`config.mk`:
```
export PLATFORM = sky130hd
export DESIGN_NAME = chip8_fetch_decode
export DESIGN_NICKNAME = d
export VERILOG_FILES = /design/src/rtl/chip8_fetch_decode.sv
export SDC_FILE = /design/constraint.sdc
export NUM_CORES = 1
export LEC_CHECK = 0
export ABC_AREA = 1
export CAP_MARGIN = 20
export CELL_PAD_IN_SITES_DETAIL_PLACEMENT = 0
export CELL_PAD_IN_SITES_GLOBAL_PLACEMENT = 1
export CORE_UTILIZATION = 32
export DETAILED_ROUTE_END_ITERATION = 10
export GPL_ROUTABILITY_DRIVEN = 0
export GPL_TIMING_DRIVEN = 1
export PLACE_DENSITY = 0.91
export SETUP_SLACK_MARGIN = 0.15
export SYNTH_ARGS = -nofsm -noshare
export SYNTH_HDL_FRONTEND = slang
export SYNTH_SLANG_ARGS = --single-unit
```
`constraint.sdc`:
```
create_clock -name clk -period 1.9 [get_ports clk]
set_input_delay 0.19 -clock clk [delete_from_list [all_inputs] [get_ports clk]]
set_output_delay 0.19 -clock clk [all_outputs]
set_load 0.03 [all_outputs]
```
`src/rtl/chip8_fetch_decode.sv`:
```
// chip8_fetch_decode
//    Fetches 16-bit CHIP-8 instructions, big-endian, over a byte-wide memory
//    read port and presents them decoded behind a valid/ready handshake.
//    A byte read issued in one cycle returns its data in the next cycle.
//
// Ports
//    clk, reset_n                 clock, asynchronous active-low reset
//    mem_addr, mem_rd, mem_rdata  byte read port, data valid one cycle after mem_rd
//    pc_load, pc_load_addr        fetch redirect from execute; wins in every state
//    dec_valid, dec_ready         decoded-instruction handshake
//    opcode, pc                   raw instruction and the address it came from
//    op_main, op_sub, x, y, n,
//    nn, nnn                      opcode fields
//    alu_op, alu_switchxy         8XYn ALU decode
//    jump, illegal                control-flow and illegal-opcode flags
//    schip                        SUPER-CHIP opcode flag (CHIP8_SCHIP_EN only)
//
// Build option
//    CHIP8_SCHIP_EN  accept the SUPER-CHIP extensions 00Cn, 00FB-00FF, FX30,
//                    FX75 and FX85 as legal and add the schip output port.
//
// state   | meaning
// --------+------------------------------------------------------------
// S_HI    | read high byte at fpc
// S_LO    | capture high byte, read low byte at fpc+1
// S_CAP   | capture low byte, register decoded outputs
// S_VALID | present instruction; dec_ready advances fpc by 2

module chip8_fetch_decode #(
   parameter int unsigned ADDR_W   = 12,
   parameter int unsigned START_PC = 12'h200
) (
   input  logic              clk,
   input  logic              reset_n,
   output logic [ADDR_W-1:0] mem_addr,
   output logic              mem_rd,
   input  logic [7:0]        mem_rdata,
   input  logic              pc_load,
   input  logic [ADDR_W-1:0] pc_load_addr,
   output logic              dec_valid,
   input  logic              dec_ready,
   output logic [15:0]       opcode,
   output logic [ADDR_W-1:0] pc,
   output logic [3:0]        op_main,
   output logic [3:0]        op_sub,
   output logic [3:0]        x,
   output logic [3:0]        y,
   output logic [3:0]        n,
   output logic [7:0]        nn,
   output logic [11:0]       nnn,
   output logic [2:0]        alu_op,
   output logic              alu_switchxy,
   output logic              jump,
`ifdef CHIP8_SCHIP_EN
   output logic              schip,
`endif
   output logic              illegal
);

   localparam logic [ADDR_W-1:0] START_FPC = ADDR_W'(START_PC);

   typedef enum logic [1:0] {S_HI, S_LO, S_CAP, S_VALID} state_t;

   state_t            state;
   state_t            state_nxt;
   logic [ADDR_W-1:0] fpc;
   logic [ADDR_W-1:0] fpc_p1;
   logic [7:0]        op_hi;
   logic [15:0]       cap_op;

   logic [2:0]        d_alu_op;
   logic              d_switchxy;
   logic              d_jump;
   logic              d_illegal;
`ifdef CHIP8_SCHIP_EN
   logic              d_schip;
`endif

   assign fpc_p1 = fpc + ADDR_W'(1);
   assign cap_op = {op_hi, mem_rdata};

   always_ff @(posedge clk or negedge reset_n) begin
      if (!reset_n) state <= S_HI;
      else          state <= state_nxt;
   end

   always_comb begin
      state_nxt = state;
      case (state)
         S_HI:    state_nxt = S_LO;
         S_LO:    state_nxt = S_CAP;
         S_CAP:   state_nxt = S_VALID;
         S_VALID: if (dec_ready) state_nxt = S_HI;
         default: state_nxt = S_HI;
      endcase
      if (pc_load) state_nxt = S_HI;
   end

   // Reset parks the FSM in S_HI; gating mem_rd with reset_n keeps the read
   // quiet while held, yet issues the START_PC read in the very first cycle
   // after release so the first instruction keeps its 3-cycle latency.
   always_comb begin
      mem_rd    = 1'b0;
      mem_addr  = fpc;
      dec_valid = 1'b0;
      case (state)
         S_HI:    mem_rd = reset_n;
         S_LO: begin
            mem_rd   = reset_n;
            mem_addr = fpc_p1;
         end
         S_VALID: dec_valid = 1'b1;
         default: ;
      endcase
   end

   always_ff @(posedge clk or negedge reset_n) begin
      if (!reset_n)                            fpc <= START_FPC;
      else if (pc_load)                        fpc <= pc_load_addr;
      else if (state == S_VALID && dec_ready)  fpc <= fpc + ADDR_W'(2);
   end

   always_ff @(posedge clk or negedge reset_n) begin
      if (!reset_n)            op_hi <= 8'h00;
      else if (state == S_LO)  op_hi <= mem_rdata;
   end

   always_comb begin
      d_alu_op   = 3'd0;
      d_switchxy = 1'b0;
      d_jump     = 1'b0;
      d_illegal  = 1'b0;
`ifdef CHIP8_SCHIP_EN
      d_schip    = 1'b0;
`endif
      case (cap_op[15:12])
         4'h0: begin
            d_illegal = !(cap_op[11:0] == 12'h0E0 || cap_op[11:0] == 12'h0EE);
            d_jump    = (cap_op[11:0] == 12'h0EE);
`ifdef CHIP8_SCHIP_EN
            if (cap_op[11:4] == 8'h0C || cap_op[11:0] inside {[12'h0FB:12'h0FF]}) begin
               d_illegal = 1'b0;
               d_schip   = 1'b1;
               d_jump    = (cap_op[11:0] == 12'h0FD);
            end
`endif
         end
         4'h1, 4'h2, 4'hB: d_jump = 1'b1;
         4'h5, 4'h9:       d_illegal = (cap_op[3:0] != 4'h0);
         4'h8: begin
            d_alu_op   = cap_op[2:0];
            d_switchxy = (cap_op[3:0] == 4'h7);
            // n = 8..D or F; E (shift left) is the only legal n above 7
            d_illegal  = cap_op[3] && (cap_op[3:0] != 4'hE);
         end
         4'hE: d_illegal = !(cap_op[7:0] inside {8'h9E, 8'hA1});
         4'hF: begin
            d_illegal = !(cap_op[7:0] inside {8'h07, 8'h0A, 8'h15, 8'h18, 8'h1E,
                                              8'h29, 8'h33, 8'h55, 8'h65});
`ifdef CHIP8_SCHIP_EN
            if (cap_op[7:0] inside {8'h30, 8'h75, 8'h85}) begin
               d_illegal = 1'b0;
               d_schip   = 1'b1;
            end
`endif
         end
         default: ;
      endcase
   end

   // A redirect arriving in S_CAP drops the half-fetched instruction, so the
   // presented outputs keep the previous instruction.
   always_ff @(posedge clk or negedge reset_n) begin
      if (!reset_n) begin
         opcode       <= 16'h0000;
         pc           <= '0;
         alu_op       <= 3'd0;
         alu_switchxy <= 1'b0;
         jump         <= 1'b0;
         illegal      <= 1'b0;
`ifdef CHIP8_SCHIP_EN
         schip        <= 1'b0;
`endif
      end else if (state == S_CAP && !pc_load) begin
         opcode       <= cap_op;
         pc           <= fpc;
         alu_op       <= d_alu_op;
         alu_switchxy <= d_switchxy;
         jump         <= d_jump;
         illegal      <= d_illegal;
`ifdef CHIP8_SCHIP_EN
         schip        <= d_schip;
`endif
      end
   end

   assign op_main = opcode[15:12];
   assign x       = opcode[11:8];
   assign y       = opcode[7:4];
   assign n       = opcode[3:0];
   assign op_sub  = opcode[3:0];
   assign nn      = opcode[7:0];
   assign nnn     = opcode[11:0];

endmodule

```
==> reports/results.tsv <==
stage	metric	value	unit
outcome	status	complete, but fails checks	
outcome	violated checks	negative setup slack	
sta	Worst-Margin Slew	0.4033	ns
route	DRT Pass-1 Iters	4	
sta	Setup Skew	0.01275	ns
clock_network	Clk pin slew, worst setup/hold paths	0.11	ns
sta	RSZ-0062 raised after global routing	true	
synth	sequential share of the synthesized area	43.65	%
power	power share of the sequential group	27.5	%
synth	synthesized flop and latch total	56	
power	worst vdd ir	0.0006648	V
place	PortBufs	111	
clock_network	Inserted Clock Buffers	5	
global_route	largest net degree at the start of global routing	57	
clock_network	H-tree depth	2	
final_layout	layout cells sized above 1	17.25	%
synth	Yosys warning count	0	
power	Sw Share	48.43	%
critical_path	Worst Path Max Fanout	4	
floorplanning	die height	102.2	um
run	max-cap violation count	0	
sta	Slew headroom	72.90	%
place	Final HPWL DP	6147	um
final_layout	Ant. Diodes	0	
clock_network	CTS tree	built	
final_layout	fill cell count	931	
sta	Period minus WS final	2.000	ns
final_layout	Layout area overhead	45.56	%
power	P per Cell Area	1617	mW/mm^2
synth	syn avg cell area	7.780	um^2
power	Combinational Power Share	63.6	%
synth	Mapped Nets	444	
global_route	antenna violations before repair	0	
synth	top cells by area, synth	dfrtp_1 43%, nand2_1 13%, buf_4 9.3%, o21ai_0 7.6%, inv_1 5.0%	
synth	Synth area leader	dfrtp_1	
sta	Tcrit/Tclk final	105.3	%
power	Pint	3.901	mW
floorplanning	core area	0.009774	mm^2
critical_path	CP Launch Type	flip-flop	
min_path	Hold WC Path Type	input port to flip-flop	
power	switching pwr	3.663	mW
floorplanning	num ports	112	
sta	final hold violation count	0	
route	Antenna Nets Post-Route	0	
sta	setup TNS	-0.5236	ns
global_route	global-route wire length before repair	12920	um
clock_network	deepest clock path buffer count	2	
synth	Cell Area, Synth	0.003213	mm^2
sta	achievable frequency	499.9	MHz
synth	synth unique cells	33	
power	Pleak	2.174	nW
global_route	GR Overflow Total	0	
global_route	Total GRT Usage	15.62	%
sta	Final Setup Violations	8	
power	Clock Power Share	8.9	%
synth	Post-Synthesis Cells	413	
floorplanning	die area	0.01045	mm^2
sta	final worst setup slack	-0.1005	ns
floorplanning	Row Count	36	
synth	share of the synthesized area in the top cell type	42.83	%
route	Vias/cell	4.562	
power	Total Power	7.563	mW
global_route	number of global-route vias before repair	2780	
route	DRT iter0 DRCs	79	
route	DR WL/cell	12.96	um
critical_path	critical path start-end classification	flip-flop to output port	
critical_path	Setup crit end kind	output port	
critical_path	CP required	1.71	ns
final_layout	fin nets	546	
sta	final slew viol count	0	
critical_path	crit path DAT	1.81	ns
clock_network	worst-skew pair later-pin latency	0.30	ns
route	final wirelength	8411	um
clock_network	Root Buffer Master	clkbuf_8	
floorplanning	Initial Util	32.87	%
final_layout	final core occ	47.85	%
floorplanning	Die Width	102.2	um
clock_network	clock tree sinks	56	
route	vias	2961	
route	DRC	0	
[power groups by stage]
| stage | sequential [mW] | clock, mW | combinational [mW] |
|---|---|---|---|
| 2_1_floorplan | 2.68 | 0 | 2.52 |
| 4_1_cts | 2.08 | 0.692 | 4.75 |
| 3_3_place_gp | 2.06 | 0 | 4.56 |
| 3_5_place_dp | 2.10 | 0 | 4.61 |
| 5_1_grt | 2.15 | 0.752 | 5.17 |
| 6_report | 2.08 | 0.674 | 4.81 |
[timing repair]
item / in CTS / in global routing
setup buffers: 15 / 4
resized for setup: 35 / 22
endpoints found under the setup margin: 13 / 13
pin swaps: 9 / 11
hold buffers: 1 / 0
endpoints found under the hold margin: 55 / 0
[synthesized netlist by cell type]
master	number
nor3_1	1
a22o_1	1
nor2_4	1
buf_2	3
nor3_2	1
o211ai_1	3
xor2_2	1
nand3_2	1
a21oi_1	2
and2_1	1
xnor2_1	1
o31ai_1	1
xor2_1	8
a22oi_1	1
nand4_1	6
nand3_1	19
nand2_1	113
o211ai_2	1
o21ai_0	49
dfstp_2	1
dfrtp_1	55
inv_2	2
clkbuf_1	6
nor2_2	1
inv_1	43
buf_4	40
ha_1	7
o221ai_1	3
o21a_1	1
nand2_4	1
o22ai_1	1
nor2_1	35
a31oi_1	3
[critical path, cell delays in order (launching register included)]
cell and delay [ns]:
dfrtp_2 0.44, ha_4 0.17, nand2_4 0.05, nor2_4 0.12, nand3_4 0.10, buf_4 0.16, xor2_2 0.13, nand2_1 0.06
o21ai_1 0.09, buf_4 0.18
[cells in the final DEF (no fill, tap or decap), drive strengths merged]
master	count
dfrtp	55
xnor2	1
nand4	6
nor3	2
o221ai	3
clkdlybuf4s50	96
a31oi	3
nand3	20
a22o	1
clkbuf	6
dlygate4sd2	1
clkinv	2
nand2	114
dlygate4sd3	1
o31ai	1
nor2	37
o211ai	4
xor2	9
inv	45
o22ai	1
ha	7
a21oi	2
o21a	1
dfstp	1
a22oi	1
and2	1
o21ai	49
buf	46
[path summary, 6_finish.rpt]
check | start | slack (ns) | cells after the start | end
worst max register to register | state[1]$_DFFE_PN0P_ | 0.17 | 9 | fpc[8]$_DFFE_PN0N_
worst min-delay path | pc_load_addr[0] | 0.44 | 3 | fpc[0]$_DFFE_PN0P_
worst min register to register | alu_op[2]$_DFFE_PN0P_ | 0.49 | 2 | alu_op[2]$_DFFE_PN0P_
max in group asynchronous | reset_n | 1.08 | 3 | fpc[9]$_DFFE_PN1N_
worst max-delay path | fpc[1]$_DFFE_PN0N_ | -0.10 | 9 | mem_addr[7]
min in group asynchronous | reset_n | 0.50 | 3 | opcode[3]$_DFFE_PN0P_
[kinds of logic (layout without fill, tap and decap cells)]
| kind of cell | after synthesis | count (layout) | share of synthesized area [%] |
|---|---|---|---|
| flip-flops | 56 | 56 | 43.65 |
| AO/OA/AOI/OAI | 66 | 66 | 11.61 |
| XOR/XNOR | 10 | 10 | 2.960 |
| buffers and inverters | 94 | 197 | 15.77 |
| adder cells (fa/ha/maj) | 7 | 7 | 2.726 |
| AND/OR/NAND/NOR | 180 | 180 | 23.29 |
[metal layers]
metal  track usage, %  vias to the layer above  routed length [um]
met5                0                        -                   0
met4            1.978                        0                  29
met3            3.283                        4                 422
met2            28.39                       98                4249
met1            19.47                     1384                3709
li1                 -                     1475                   -
[state kept, by name, summed over array words and instances, names as in the netlist]
| register | count |
|---|---|
| state | 2 |
| pc | 12 |
| alu_op | 3 |
| op_hi | 8 |
| fpc | 12 |
| illegal | 1 |
| alu_switchxy | 1 |
| jump | 1 |
| opcode | 16 |
[per-stage QoR]
stage / instance area, um^2 / hold slack [ns] / cells / setup WS [ns]
6_report: 4677 / 0.4421 / 649 / -0.1005
5_1_grt: 4677 / 0.4339 / 649 / -0.2061
4_1_cts: 4568 / 0.4413 / 645 / -0.1133
3_5_place_dp: 4238 / 0.2994 / 621 / 0.04124
3_3_place_gp: 4238 / 0.2945 / 621 / 0.1004
2_1_floorplan: 3221 / -0.1056 / 413 / 0.1625
[cell type report]
type                            instances  area (um^2)  area share, %
Multi-Input combinational cell        263         1455          31.11
Tap cell                              133        166.4          3.558
Sequential cell                        56         1405          30.04
Clock inverter                          2        10.01         0.2140
Clock buffer                            6        82.58          1.766
Inverter                               45        168.9          3.612
Timing Repair Buffer                  144         1389          29.69
Power figures use the tool's default switching activity.
